===== src/rtl/fetch_stage_if.sv =====
// Fetch stage bundle: hazard-control inputs, branch targets, imem port and the decode-facing fetch latch.
// slave = fetch stage, master = hazard control / decode / ROM side.
interface fetch_stage_if #(
  parameter int PC_WIDTH    = 10,
  parameter int INSTR_WIDTH = 18
);
  logic                   pc_reset;
  logic                   pc_load;
  logic                   pc_inc;
  logic [2:0]             pc_mux_sel;
  logic                   imem_addr_mux;
  logic                   fetch_latch_stall;
  logic                   fetch_flush;
  logic [PC_WIDTH-1:0]    imm_target;
  logic [PC_WIDTH-1:0]    stack_target;
  logic [PC_WIDTH-1:0]    miss_target;
  logic [PC_WIDTH-1:0]    pred_target;
  logic [PC_WIDTH-1:0]    imem_addr;
  logic [INSTR_WIDTH-1:0] imem_data;
  logic [INSTR_WIDTH-1:0] fetch_instr;
  logic [PC_WIDTH-1:0]    fetch_pc;
  logic                   fetch_valid;
  logic [PC_WIDTH-1:0]    pc_out;

  modport master (
    output pc_reset, pc_load, pc_inc, pc_mux_sel, imem_addr_mux,
           fetch_latch_stall, fetch_flush,
           imm_target, stack_target, miss_target, pred_target, imem_data,
    input  imem_addr, fetch_instr, fetch_pc, fetch_valid, pc_out
  );

  modport slave (
    input  pc_reset, pc_load, pc_inc, pc_mux_sel, imem_addr_mux,
           fetch_latch_stall, fetch_flush,
           imm_target, stack_target, miss_target, pred_target, imem_data,
    output imem_addr, fetch_instr, fetch_pc, fetch_valid, pc_out
  );
endinterface


===== src/rtl/fetch_stage.sv =====
// Instruction fetch: PC register, imem address mux (replay of last address) and fetch latch to decode.
// Latency: address issued in cycle n lands in the latch on the edge ending n+1; stall holds the latch.
module fetch_stage #(
  parameter int                  PC_WIDTH     = 10,
  parameter int                  INSTR_WIDTH  = 18,
  parameter logic [PC_WIDTH-1:0] RESET_VECTOR = 'h000,
  parameter logic [PC_WIDTH-1:0] INT_VECTOR   = 'h3FF
) (
  input logic          clk,
  input logic          reset,
  fetch_stage_if.slave bus
);

  typedef struct packed {
    logic [INSTR_WIDTH-1:0] instr;
    logic [PC_WIDTH-1:0]    pc;
    logic                   valid;
  } fetch_t;

  logic [PC_WIDTH-1:0] pc;
  logic [PC_WIDTH-1:0] pc_next;
  logic [PC_WIDTH-1:0] addr_q;
  logic [PC_WIDTH-1:0] load_target;
  logic                rom_valid;
  fetch_t              latch_q;
  fetch_t              latch_next;

  assign bus.imem_addr = bus.imem_addr_mux ? addr_q : pc;

  // Illegal selects resolve to the current PC so a bad load leaves the PC untouched.
  always_comb begin
    load_target = pc;
    case (bus.pc_mux_sel)
      3'd0:    load_target = bus.imm_target;
      3'd1:    load_target = bus.stack_target;
      3'd2:    load_target = INT_VECTOR;
      3'd3:    load_target = bus.miss_target;
      3'd4:    load_target = bus.pred_target;
      default: load_target = pc;
    endcase
  end

  always_comb begin
    pc_next = pc;
    if (bus.pc_reset)
      pc_next = RESET_VECTOR;
    else if (bus.pc_load)
      pc_next = load_target;
    else if (bus.pc_inc)
      pc_next = pc + PC_WIDTH'(1);
  end

  always_comb begin
    latch_next = latch_q;
    if (bus.pc_reset || bus.fetch_flush)
      latch_next.valid = 1'b0;
    else if (!bus.fetch_latch_stall) begin
      latch_next.instr = bus.imem_data;
      latch_next.pc    = addr_q;
      latch_next.valid = rom_valid;
    end
  end

  always_ff @(posedge clk or posedge reset) begin
    if (reset) begin
      pc        <= RESET_VECTOR;
      addr_q    <= RESET_VECTOR;
      rom_valid <= 1'b0;
      latch_q   <= '0;
    end else begin
      pc        <= pc_next;
      addr_q    <= bus.imem_addr;
      rom_valid <= !bus.pc_reset;
      latch_q   <= latch_next;
    end
  end

  assign bus.pc_out      = pc;
  assign bus.fetch_instr = latch_q.instr;
  assign bus.fetch_pc    = latch_q.pc;
  assign bus.fetch_valid = latch_q.valid;

  ap_legal_sel: assert property (@(posedge clk) disable iff (reset)
    (bus.pc_load && !bus.pc_reset) |-> (bus.pc_mux_sel <= 3'd4))
    else $warning("fetch_stage: illegal pc_mux_sel %0d on pc_load, pc held", bus.pc_mux_sel);

endmodule


===== src/flat_wrapper.sv =====
// flat-port wrapper written by rule: the top's interface ports become plain ports
module fetch_stage_flat 
#(
  parameter int                  PC_WIDTH     = 10,
  parameter int                  INSTR_WIDTH  = 18,
  parameter logic [PC_WIDTH-1:0] RESET_VECTOR = 'h000,
  parameter logic [PC_WIDTH-1:0] INT_VECTOR   = 'h3FF
)
  (clk, reset, bus_pc_reset, bus_pc_load, bus_pc_inc, bus_pc_mux_sel, bus_imem_addr_mux, bus_fetch_latch_stall, bus_fetch_flush, bus_imm_target, bus_stack_target, bus_miss_target, bus_pred_target, bus_imem_data, bus_imem_addr, bus_fetch_instr, bus_fetch_pc, bus_fetch_valid, bus_pc_out);
  fetch_stage_if #(.PC_WIDTH(PC_WIDTH), .INSTR_WIDTH(INSTR_WIDTH)) bus_i ();
  input logic clk;
  input logic reset;
  input wire logic [$bits(bus_i.pc_reset)-1:0] bus_pc_reset;
  input wire logic [$bits(bus_i.pc_load)-1:0] bus_pc_load;
  input wire logic [$bits(bus_i.pc_inc)-1:0] bus_pc_inc;
  input wire logic [$bits(bus_i.pc_mux_sel)-1:0] bus_pc_mux_sel;
  input wire logic [$bits(bus_i.imem_addr_mux)-1:0] bus_imem_addr_mux;
  input wire logic [$bits(bus_i.fetch_latch_stall)-1:0] bus_fetch_latch_stall;
  input wire logic [$bits(bus_i.fetch_flush)-1:0] bus_fetch_flush;
  input wire logic [$bits(bus_i.imm_target)-1:0] bus_imm_target;
  input wire logic [$bits(bus_i.stack_target)-1:0] bus_stack_target;
  input wire logic [$bits(bus_i.miss_target)-1:0] bus_miss_target;
  input wire logic [$bits(bus_i.pred_target)-1:0] bus_pred_target;
  input wire logic [$bits(bus_i.imem_data)-1:0] bus_imem_data;
  output wire logic [$bits(bus_i.imem_addr)-1:0] bus_imem_addr;
  output wire logic [$bits(bus_i.fetch_instr)-1:0] bus_fetch_instr;
  output wire logic [$bits(bus_i.fetch_pc)-1:0] bus_fetch_pc;
  output wire logic [$bits(bus_i.fetch_valid)-1:0] bus_fetch_valid;
  output wire logic [$bits(bus_i.pc_out)-1:0] bus_pc_out;
  assign bus_i.pc_reset = bus_pc_reset;
  assign bus_i.pc_load = bus_pc_load;
  assign bus_i.pc_inc = bus_pc_inc;
  assign bus_i.pc_mux_sel = bus_pc_mux_sel;
  assign bus_i.imem_addr_mux = bus_imem_addr_mux;
  assign bus_i.fetch_latch_stall = bus_fetch_latch_stall;
  assign bus_i.fetch_flush = bus_fetch_flush;
  assign bus_i.imm_target = bus_imm_target;
  assign bus_i.stack_target = bus_stack_target;
  assign bus_i.miss_target = bus_miss_target;
  assign bus_i.pred_target = bus_pred_target;
  assign bus_i.imem_data = bus_imem_data;
  assign bus_imem_addr = bus_i.imem_addr;
  assign bus_fetch_instr = bus_i.fetch_instr;
  assign bus_fetch_pc = bus_i.fetch_pc;
  assign bus_fetch_valid = bus_i.fetch_valid;
  assign bus_pc_out = bus_i.pc_out;
  fetch_stage #(.PC_WIDTH(PC_WIDTH), .INSTR_WIDTH(INSTR_WIDTH), .RESET_VECTOR(RESET_VECTOR), .INT_VECTOR(INT_VECTOR)) u_core (.clk(clk), .reset(reset), .bus(bus_i));
endmodule

===== config.mk =====
export PLATFORM = sky130hd
export DESIGN_NAME = fetch_stage_flat
export DESIGN_NICKNAME = d
export VERILOG_FILES = /design/src/rtl/fetch_stage_if.sv /design/src/rtl/fetch_stage.sv /design/src/flat_wrapper.sv
export SDC_FILE = /design/constraint.sdc
export NUM_CORES = 1
export LEC_CHECK = 0
export CAP_MARGIN = 15
export CELL_PAD_IN_SITES_DETAIL_PLACEMENT = 1
export CELL_PAD_IN_SITES_GLOBAL_PLACEMENT = 1
export CORE_ASPECT_RATIO = 1.4
export CORE_MARGIN = 2
export CORE_UTILIZATION = 28
export DETAILED_ROUTE_END_ITERATION = 6
export PLACE_DENSITY_LB_ADDON = 0.08
export SYNTH_ARGS = -nofsm -noshare
export SYNTH_HDL_FRONTEND = slang
export SYNTH_SLANG_ARGS = --single-unit

===== constraint.sdc =====
create_clock -name clk -period 1.8 [get_ports clk]
set_input_delay 0.54 -clock clk [delete_from_list [all_inputs] [get_ports clk]]
set_output_delay 0.54 -clock clk [all_outputs]
set_load 0.01 [all_outputs]

==> impl_results.md <==
* Status: completed
* Post-Syn Nets at 307
* Gr usage total at 15.78%
* Post-synthesis register bit count at 50
* Starting DRT DRC Count at around 70
* TritonCTS clock tree: built
* Primary FF master, synth: dfrtp_1
* Worst Max-Slew Pin Slew at between 400 and 500 ps
* Hold Buf Count CTS at 0
* Asr flop ratio synth at between 90% and 100%
* # Max-Cap Violations at 0
* CORE AREA at 0.008977 sq mm
* WL per Instance at around 15 microns
* Minimum clock period after layout at 1785 ps
* Vias in the first global route at 2549
* Worst Setup SP: bus_imem_addr_mux
* Final instance area at about 0.0044 sq mm
* DP HPWL at between 6000 and 7000 microns
* Fill count at ~1000
* Worst setup SP type: input port
* Arrival time of the worst setup path at 1250 ps
* Setup-failing EPs final at 0
* Routed WL at ~7600 microns
* Dpl cell area at about 0.0042 sq mm
* Reg clk slew, reported paths at 60 ps
* Top Ports at ~120
* Slew headroom at 71.48%
* Final ANT Viol Nets at 0
* TritonCTS sink count at 50
* Fin crit share at about 100%
* Initial antenna violation count at 0
* Port Buf Inserts at 117
* Worst Hold Launch: u_core.addr_q[1]
* Ys Warns at 0
* F_max at between 500 and 600 MHz
* Final slew viol count at 0
* Die Y at about 120 microns
* Post-DR vias/cell at ~4.9
* Worst-path fanout max at 6
* Layout Nets at around 460
* Layout cells sized above 1 at 27.62%
* Total CTS buffers at 5
* Drt drc at 0
* Worst R2R Setup Slack at between 150 and 200 ps
* Max clock buf depth at 2
* First-pass GRT wire length at between 10000 and 15000 microns
* Critical Path Sink Type: primary output
* Largest net degree at the start of global routing at 51
* Initial Util at 28.79%
* Pwr Total at about 3400 uW
* Site Rows at about 40
* Hold Crit Class: reg2reg
* Worst skew pair latency at 290 ps
* Vias post-DR at 2448
* Hold depth at 1
* Worst R2R Start: u_core.bus.pc_out[1]
* Final Hold Fails at 0
* R2R depth at 6
* Number of flops mapped to enable cells by yosys at 0
* Multi-input gate area at about 0.0013 sq mm
* # diodes at 0
* RR Endpoint: u_core.bus.pc_out[9]
* Max Clock Skew at approximately 1.5 ps
* Average cell area after synthesis at between 10 and 15 sq um
* Die W at 85.21 microns
* Gate Count Post-Synth at 237
* Sequential fraction of the synthesis area at between 40% and 50%
* CTS Root Cell: clkbuf_16
* Cell variety after synth at 50
* Register area at 0.001251 sq mm
* Power Dens Cells at between 700 and 800 mW/mm^2
* Post-Syn Area at 0.002585 sq mm
* Drt pass-1 iters at 4
* Gr ovfl total at 0
* Hold Path End: u_core.bus.fetch_pc[1]
* GP Congestion at 0.7582
* Crit Path Class: in2out
* Leak at about 0.0019 uW
* Req. time, crit path at ~1300 ps
* Maximum vdd drop at between 600 and 700 uV
* Synth-to-Final Area Change at 69.31%
* Number of H-tree levels at 2
* DIE AREA at 0.01003 sq mm
* RSZ-0062 raised after global routing: true
## critical path, cell delays in order
cell,delay (ps)
buf_6,110
buf_12,140
mux2_4,300
buf_2,140
## cells in the mapped netlist, types with 4 or more instances
master	n	area, sq um
a21o_1	4	30.03
a21oi_1	5	25.02
a22oi_1	5	37.54
buf_2	7	35.03
dfrtp_1	50	1251
inv_1	6	22.52
mux2_2	36	405.4
nand2_1	21	78.83
nand3_1	10	50.05
nor2_1	10	37.54
nor3_1	4	20.02
o21ai_0	9	45.04
o221ai_1	4	35.03
o2bb2ai_1	4	35.03
## flip-flops by register name, indices dropped and copies added, names as in the netlist
register / flops
u_core.bus.fetch_pc: 10
u_core.bus.fetch_valid: 1
u_core.bus.pc_out: 10
u_core.rom_valid: 1
u_core.addr_q: 10
u_core.bus.fetch_instr: 18
## logic make-up (layout without fill, tap and decap cells)
kind of cell               Yosys count  count (layout)  synth area share (%)
AOI/OAI and AO/OA                   66              66                 18.78
adders and majority gates            1               1                0.4839
buffers and inverters               21             175                 4.114
DFF                                 50              50                 48.40
muxes                               38              38                 16.46
and+or+nand+nor                     61              61                 11.76
## metrics by stage
step / hold slack [ps] / utilization [%] / TNS [ps] / worst slack (ps) / instances
6_report: 498.6 / 48.75 / 0 / 14.90 / 498
5_1_grt: 521.3 / 48.75 / -60.53 / -35.19 / 498
4_1_cts: 501.9 / 48.28 / 0 / 0.5698 / 498
3_5_place_dp: 488.7 / 46.45 / -19000 / -788.2 / 490
3_3_place_gp: 487.8 / 46.45 / -18770 / -770.1 / 490
2_1_floorplan: 473.7 / - / 0 / 34.88 / 237
## layout by cell type (no fill, tap or decap), types with 3 or more instances in the layout
cell / n
nand3_1: 10
dlygate4sd2_1: 14
buf_4: 39
a21boi_0: 3
buf_6: 6
dfrtp_1: 50
mux2_4: 7
a21o_1: 4
o2bb2ai_1: 4
nor2b_1: 3
o21ai_1: 4
o31ai_1: 3
buf_12: 3
o221ai_1: 4
clkbuf_16: 5
nand2_1: 21
mux2_2: 29
a31oi_1: 3
o21ai_0: 7
a21oi_1: 5
nor3_1: 3
nor2_1: 8
clkdlybuf4s50_1: 92
buf_2: 4
inv_1: 5
a22oi_1: 5
## how the worst max path moves through the flow
stage                                       to  slack, ps  cells after the start
after global routing      u_core.bus.pc_out[2]        -40                      8
after floorplan               bus_imem_addr[0]         30                      2
after global placement        bus_imem_addr[8]       -770                      4
after CTS                     bus_imem_addr[6]        0.6                      4
after detailed placement      bus_imem_addr[3]       -790                      4
final                         bus_imem_addr[3]         10                      4
## repair_timing
item / 4_1_cts / 5_1_grt
hold endpoints to repair: 0 / 0
pin swaps: 1 / 0
endpoints found under the setup margin: 30 / 9
resized for setup: 74 / 9
setup buffers: 0 / 0
cloned: 1 / 0
## layer usage
metal | GRT usage [%] | routed length, microns | up-vias
li1 | - | - | 1193
met1 | 18.61 | 2969 | 1162
met2 | 28.42 | 4122 | 86
met3 | 2.595 | 425 | 7
met4 | 5.357 | 118 | 0
met5 | 0 | 0 | -
## power breakdown
group / leakage, uW / switching [uW] / total (uW) / internal, uW
clock: 0.0000640 / 372 / 881 / 508
sequential: 0.000635 / 86.9 / 1380 / 1300
combinational: 0.00123 / 429 / 1100 / 675
total: 0.00193 / 889 / 3370 / 2480
## layout make-up
cell class | count | area share [%]
Clock buffer | 7 | 3.030
Multi-Input combinational cell | 166 | 29.56
Sequential cell | 50 | 28.59
Timing Repair Buffer | 161 | 35.08
Inverter | 7 | 0.6861
Tap cell | 107 | 3.059
(Power assumes the default switching activity.)
